==> config.mk <==
export PLATFORM = sky130hd
export DESIGN_NAME = lowx_arbiter
export DESIGN_NICKNAME = d
export VERILOG_FILES = /design/src/rtl/lowx_arbiter.sv
export SDC_FILE = /design/constraint.sdc
export NUM_CORES = 1
export LEC_CHECK = 0
export ABC_AREA = 1
export BUFFER_PORTS_ARGS = -buffer_cell sky130_fd_sc_hd__buf_4
export CORE_AREA = 2 2 292 294
export DETAILED_ROUTE_END_ITERATION = 10
export DIE_AREA = 0 0 294 296
export HOLD_SLACK_MARGIN = 0.08
export PLACE_DENSITY = 0.42
export SLEW_MARGIN = 20
export SYNTH_ARGS = -nofsm -noshare
export SYNTH_HDL_FRONTEND = slang
export SYNTH_SLANG_ARGS = --single-unit
==> constraint.sdc <==
create_clock -name clk_i -period 11.5 [get_ports clk_i]
set_input_delay 0 -clock clk_i [delete_from_list [all_inputs] [get_ports clk_i]]
set_output_delay 0 -clock clk_i [all_outputs]
set_load 0.01 [all_outputs]
==> src/rtl/lowx_arbiter.sv <==
// Merges icache and dcache lowX requests onto a single memory port: one transaction
// outstanding, round-robin grant, and each response routed back to the requester that issued it.
module lowx_arbiter #(
    parameter int XLEN     = 32,
    parameter int BLK_SIZE = 128,
    parameter int TIMEOUT  = 1024
) (
    input  logic                clk_i,
    input  logic                rst_i,
    input  logic                ic_req_valid_i,
    input  logic [XLEN-1:0]     ic_req_addr_i,
    input  logic                ic_req_uncached_i,
    input  logic                ic_req_ready_i,
    output logic                ic_res_ready_o,
    output logic                ic_res_valid_o,
    output logic [BLK_SIZE-1:0] ic_res_blk_o,
    input  logic                dc_req_valid_i,
    input  logic [XLEN-1:0]     dc_req_addr_i,
    input  logic                dc_req_uncached_i,
    input  logic                dc_req_rw_i,
    input  logic [1:0]          dc_req_rw_size_i,
    input  logic [BLK_SIZE-1:0] dc_req_data_i,
    input  logic                dc_req_ready_i,
    output logic                dc_res_ready_o,
    output logic                dc_res_valid_o,
    output logic [BLK_SIZE-1:0] dc_res_data_o,
    output logic                mem_req_valid_o,
    input  logic                mem_req_ready_i,
    output logic [XLEN-1:0]     mem_addr_o,
    output logic                mem_we_o,
    output logic [1:0]          mem_size_o,
    output logic                mem_uncached_o,
    output logic [BLK_SIZE-1:0] mem_wdata_o,
    input  logic                mem_rsp_valid_i,
    input  logic [BLK_SIZE-1:0] mem_rsp_data_i,
    output logic                timeout_o
);
    localparam int TW = $clog2(TIMEOUT) + 1;
    localparam logic [TW-1:0] TIMER_MAX = TW'(TIMEOUT - 1);

    typedef enum logic [1:0] {IDLE, ISSUE, WAIT, RESP} state_t;

    state_t              state_q, state_d;
    logic                rr_last_dc_q;
    logic                owner_dc_q;
    logic [TW-1:0]       timer_q;
    logic                timeout_q;
    logic                grant_ic, grant_dc, owner_ready;
    logic [XLEN-1:0]     addr_q;
    logic                uncached_q, we_q;
    logic [1:0]          size_q;
    logic [BLK_SIZE-1:0] wdata_q, line_q;

    always_comb begin
        state_d     = state_q;
        grant_ic    = 1'b0;
        grant_dc    = 1'b0;
        owner_ready = owner_dc_q ? dc_req_ready_i : ic_req_ready_i;
        case (state_q)
            IDLE: begin
                if (ic_req_valid_i && dc_req_valid_i) begin
                    grant_dc = !rr_last_dc_q;
                    grant_ic = rr_last_dc_q;
                end else begin
                    grant_ic = ic_req_valid_i;
                    grant_dc = dc_req_valid_i;
                end
                if (grant_ic || grant_dc) state_d = ISSUE;
            end
            ISSUE:   if (mem_req_ready_i) state_d = WAIT;
            WAIT:    if (mem_rsp_valid_i || timer_q == TIMER_MAX) state_d = RESP;
            RESP:    if (owner_ready) state_d = IDLE;
            default: state_d = IDLE;
        endcase
    end

    always_ff @(posedge clk_i) begin
        if (rst_i) begin
            state_q      <= IDLE;
            rr_last_dc_q <= 1'b0;
            owner_dc_q   <= 1'b0;
            timer_q      <= '0;
            timeout_q    <= 1'b0;
        end else begin
            state_q <= state_d;
            if (grant_ic || grant_dc) begin
                owner_dc_q   <= grant_dc;
                rr_last_dc_q <= grant_dc;
            end
            if (state_q == ISSUE) timer_q <= '0;
            else if (state_q == WAIT) timer_q <= timer_q + 1'b1;
            if (state_q == WAIT && !mem_rsp_valid_i && timer_q == TIMER_MAX) timeout_q <= 1'b1;
        end
    end

    // Request/response payload needs no reset: every output path is gated by FSM state.
    always_ff @(posedge clk_i) begin
        if (grant_dc) begin
            addr_q     <= dc_req_addr_i;
            uncached_q <= dc_req_uncached_i;
            we_q       <= dc_req_rw_i;
            size_q     <= dc_req_rw_size_i;
            wdata_q    <= dc_req_data_i;
        end else if (grant_ic) begin
            addr_q     <= ic_req_addr_i;
            uncached_q <= ic_req_uncached_i;
            we_q       <= 1'b0;
            size_q     <= 2'b11;
            wdata_q    <= '0;
        end
        if (state_q == WAIT) begin
            if (mem_rsp_valid_i) line_q <= mem_rsp_data_i;
            else if (timer_q == TIMER_MAX) line_q <= '0;
        end
    end

    assign ic_res_ready_o  = grant_ic;
    assign dc_res_ready_o  = grant_dc;
    assign mem_req_valid_o = (state_q == ISSUE);
    assign mem_addr_o      = mem_req_valid_o ? addr_q : '0;
    assign mem_we_o        = mem_req_valid_o & we_q;
    assign mem_size_o      = mem_req_valid_o ? size_q : 2'b00;
    assign mem_uncached_o  = mem_req_valid_o & uncached_q;
    assign mem_wdata_o     = mem_req_valid_o ? wdata_q : '0;
    assign ic_res_valid_o  = (state_q == RESP) && !owner_dc_q;
    assign dc_res_valid_o  = (state_q == RESP) && owner_dc_q;
    assign ic_res_blk_o    = ic_res_valid_o ? line_q : '0;
    assign dc_res_data_o   = dc_res_valid_o ? line_q : '0;
    assign timeout_o       = timeout_q;
endmodule

After elaboration in Yosys (flattened, before gate mapping)
Index checks and enable logic that the tools add are counted.
Operators by class
  add/sub/neg operators: 1
  equality and inequality tests: 8
  muxes and demuxes: 29
  bitwise gates (word level): 2
  reductions and logical operators: 16
Operator list (number)
  two-way mux 128 bit: 7
  two-way mux 32 bit: 3
  two-way mux 2 bit: 7
  adder 11 x 1 -> 11 bit, second input constant: 1
  equality test 11 x 10 -> 1 bit, second input constant: 1
  two-way mux 1 bit: 11
  one-hot mux 2 bit (4 select lines): 1
  inequality test 2 bit, second input constant: 3
  logical AND 1 bit: 5
  equality test 2 bit, second input constant: 2
  AND reduction 4 bit: 1
  nonzero test 2 bit: 2
  logical OR 1 bit: 3
  bitwise AND 1 bit: 2
  equality test 2 x 1 -> 1 bit, second input constant: 1
  zero test 1 bit: 2
  zero test 2 bit: 1
  inequality test 2 x 1 -> 1 bit, second input constant: 1
  AND reduction 2 bit: 1
  OR reduction 2 bit: 1
Word-level totals
  register bits after elaboration: 307
  input bits: 333
  output and inout bits: 426
  word-level logic and storage cells: 66

Logic depth before layout (Yosys ltp)
  word-level depth: 6
  depth in mapped cells: 8

Least setup slack after synthesis
No wires, ideal clock.
  path type: register to register
  from: reg state_q[0]
  to: reg addr_q[0], enable pin
  setup time: 0.742 ns
  data arrival time: 8.555 ns
  required time: 10.758 ns
  setup slack: 2.203 ns
  cell stages (with the launch flop): 5
  buffers on the path: 0
  clock period less this slack: 9.297 ns
  cell sequence: dfxtp_1 > inv_1 > ha_1 > inv_1 > a21oi_1
On the way
  cells in the longest elaborated chain, start to end: 3
  elaborated cells between the ends (all ways): 4
RTL lines
  from (decl): RTL line 43  | state_t state_q, state_d;
  from (signal assigned): RTL line 85  | state_q <= state_d;
  zero test 2 bit *: RTL line 59  | case (state_q)
  two-way mux 1 bit: RTL line 59
  nonzero test 2 bit (no source line) *
  to (signal assigned): RTL line 99  | addr_q <= dc_req_addr_i;
  to (signal assigned): RTL line 105  | addr_q <= ic_req_addr_i;
  to (decl): RTL line 49  | logic [XLEN-1:0] addr_q;
Every way passes the cells marked *; elsewhere a longest branch is shown, timed or not.
A chain may end at the register's enable or synchronous reset.

Worst setup path in the final report
  from: reg state_q[0]
  to: reg uncached_q, data pin
On the way
  cells in the longest elaborated chain, start to end: 3
RTL lines
  zero test 2 bit: RTL line 59
  two-way mux 1 bit: RTL line 59
  two-way mux 1 bit: RTL line 98  | if (grant_dc) begin
  to (signal assigned): RTL line 100  | uncached_q <= dc_req_uncached_i;
  to (signal assigned): RTL line 106  | uncached_q <= ic_req_uncached_i;
  to (decl): RTL line 50  | logic uncached_q, we_q;
No other way between the ends.

==> results.py <==
metrics = {
    "status": {
        "status": "finished, final reports clean",
    },
    "sta": {
        "hold_violations": 0,
        "final.setup.tns_ns": 0,
        "slew_headroom": 0.358,
        "worst_slew_pin_slew_ns": 0.963,
        "maxSlewViolCount": 0,
        "fmax_mhz": 281,
        "fin_worst_skew_ns": 0.0278,
        "period_needed_ns": 3.56,
        "fin_crit_sh": 0.309,
        "finalSetupViolCount": 0,
        "rsz0062_at_grt": "false",
    },
    "cts": {
        "clk_pin_slew_worst_paths_ns": 0.05,
        "cts_tree": "built",
        "cts_buffer_depth": 3,
        "clk_latency_ns": 0.58,
        "cts_root_buf": "clkbuf_16",
        "cts_resized": 0,
        "htreeDepth": 2,
        "numCtsBuffers": 40,
        "cts.sinks": 307,
        "postCtsSetupBuffers": 0,
    },
    "setup_path": {
        "worstReg2RegEnd": "uncached_q$_DFFE_PP_",
        "worst_r2r_path_depth": 8,
        "rrSetupSlack_ns": 7.94,
        "required_ns": 11.94,
        "cp-end-kind": "register",
        "cp-start-kind": "register",
        "slowest_delay_ns": 0.75,
        "r2r-start": "state_q[0]$_SDFFE_PP0P_",
        "path_cells": "inv_1 > ha_1 > nand3_4 > buf_4 > buf_4 > nand2_1 > nand2_1 > dlygate4sd3_1",
        "crit_slowest_cell": "buf_4",
        "criticalPathCategory": "register to register",
        "path_max_fanout": 73,
        "arrival_ns": 4.00,
    },
    "placed_design": {
        "portBuffers": 758,
        "gp_congestion": 0.785,
        "dp_hpwl_mm": 46.3,
    },
    "min_path": {
        "worstHoldStart": "dc_req_valid_i",
        "min_path_cells": 3,
        "min_path_type": "input port to register",
        "min_to": "owner_dc_q$_SDFFE_PP0P_",
    },
    "pwr": {
        "p_comb_frac": 0.335,
        "ir_worst_vdd_mv": 0.0888,
        "internal_power_uw": 2960,
        "p_switching_uw": 1500,
        "pwr-share-seq": 0.394,
        "total_power_uw": 4450,
        "power_density_nw_per_um2": 166,
        "leakage_uw": 0.0147,
        "clkPwrFrac": 0.271,
        "p_sw_frac": 0.336,
    },
    "global_route": {
        "grt_pass1_vias": 14492,
        "antenna_found_initial": 7,
        "grt_pass1_wl_mm": 89.6,
        "grt_usage": 0.136,
        "grt_start_max_net_pins": 86,
        "grt-ovfl-total": 0,
    },
    "die": {
        "die_x_um": 294,
        "start_util": 0.178,
        "ios": 759,
        "rows": 107,
        "die_h_um": 296,
        "core-area_um2": 84200,
        "dieArea_um2": 87000,
    },
    "route": {
        "drt_iter0_markers": 701,
        "drt-total-wl_mm": 62.9,
        "final_antenna_net_count": 0,
        "num_vias": 14692,
        "vias_per_cell": 3.62,
        "first_pass_iters": 5,
        "wl_per_cell_um": 15.5,
        "drc": 0,
    },
    "logic_synthesis": {
        "syn_area_per_cell_um2": 8.22,
        "ys_types": 24,
        "synth_area_um2": 15000,
        "synth_cells": 1827,
        "ys_seq_area_frac": 0.604,
        "synth_nets": 2166,
        "ys_seq_elements": 307,
        "ys_warn_count": 0,
    },
    "final_layout": {
        "final_nets": 3270,
        "syn_to_final_growth_pct": 78.4,
        "drive_gt1_frac": 0.284,
    },
    "run": {
        "cap_violations": 0,
    },
}
## cells in the final DEF (no fill, tap or decap), types with 3 or more instances in the layout
master         netlist  routed
diode_2              0       5
a21oi_1             10       8
clkbuf_16            0      40
clkbuf_1             4       9
inv_1              573     573
nand4_1              3       3
nand3_1              9       8
dlygate4sd3_1        0     373
dfxtp_1             15      15
nand2_1            412     410
ha_1                 6       5
buf_4                3     770
edfxtp_1           292     292
nor2_1             404     404
o21ai_0              8       8
clkinv_2             0       7
clkinv_1             0       6
## synthesized netlist by cell type
cell type	number	area, um2
a211oi_1	1	7.51
a21oi_1	10	50.1
a31oi_1	1	6.26
buf_2	74	370
buf_4	3	22.5
clkbuf_1	4	15.0
dfxtp_1	15	300
edfxtp_1	292	8770
ha_1	6	75.1
inv_1	573	2150
inv_2	1	3.75
nand2_1	412	1550
nand2_2	2	12.5
nand3_1	9	45.0
nand3b_1	1	7.51
nand4_1	3	18.8
nor2_1	404	1520
nor2_2	2	12.5
nor2_4	1	11.3
nor3_2	1	10.0
nor3b_1	1	7.51
o21ai_0	8	40.0
o21bai_1	1	7.51
or2_2	2	12.5
## cell type report
type | instances | area [um2]
clock buffer | 49 | 1030
antenna | 5 | 12.5
fill | 9076 | 57400
timing repair buffer | 1143 | 9510
sequential | 307 | 9070
tap | 1090 | 1360
multi-input combinational | 865 | 3450
inverter | 574 | 2150
clock inverter | 21 | 188
## metrics by stage
step	util	setup slack [ns]	hold slack, ns	instances	area (um2)
floorplan	-	2.20	0.0691	1827	15000
global placement	0.259	7.87	0.206	3606	21800
detailed placement	0.259	7.86	0.213	3606	21800
CTS	0.318	7.86	0.0823	4049	26800
global route	0.318	7.64	0.135	4052	26800
finish	0.318	7.94	0.0894	4054	26800
## power by group through the flow
stage	Combinational (uW)	Sequential [uW]	Clock (uW)
finish	1490	1760	1210
global route	1640	1790	1290
CTS	1530	1760	1260
detailed placement	1370	1780	0
global placement	1370	1780	0
floorplan	671	1830	0
## critical path: cells and delay by family, from the launching register on
kind	cells	cell delay [ns]
simple gates	3	0.58
flops	1	0.41
buf+inv	4	2.07
fa+ha+maj	1	0.27
## per-layer routing
layer	part of all wire	up-vias	wire [um]	global-route usage
li1	-	7428	-	-
met1	0.41	6746	25700	0.163
met2	0.50	432	31700	0.241
met3	0.059	84	3730	0.0299
met4	0.027	2	1720	0.0441
met5	0.00021	-	13	0
## sequential cells by signal, summed over array words and instances, names as in the netlist
register    count
line_q        128
addr_q         32
uncached_q      1
we_q            1
owner_dc_q      1
wdata_q       128
timeout_o       1
timer_q        11
size_q          2
state_q         2
## cell families after synthesis
kind of cell               share of synthesized area
and+or+nand+nor                                0.213
buffers and inverters                          0.171
DFF                                            0.604
AOI/OAI and AO/OA                            0.00742
adders and majority gates                    0.00500
## worst max path at each step
stage | start | endpoint | slack, ns | cells after the start
floorplan | state_q[0]$_SDFFE_PP0P_ | addr_q[0]$_DFFE_PP_ | 2.20 | 4
global placement | state_q[1]$_SDFFE_PP0P_ | wdata_q[101]$_SDFFCE_PP0P_ | 7.87 | 7
detailed placement | state_q[1]$_SDFFE_PP0P_ | wdata_q[101]$_SDFFCE_PP0P_ | 7.86 | 7
CTS | state_q[1]$_SDFFE_PP0P_ | wdata_q[106]$_SDFFCE_PP0P_ | 7.86 | 7
global route | state_q[0]$_SDFFE_PP0P_ | uncached_q$_DFFE_PP_ | 7.64 | 8
finish | state_q[0]$_SDFFE_PP0P_ | uncached_q$_DFFE_PP_ | 7.94 | 8
## repair_timing
item / in CTS / in global routing
endpoints found under the hold margin: 307 / 0
endpoints found under the setup margin: 0 / 0
hold buffers: 373 / 0
(Power assumes the default switching activity.)
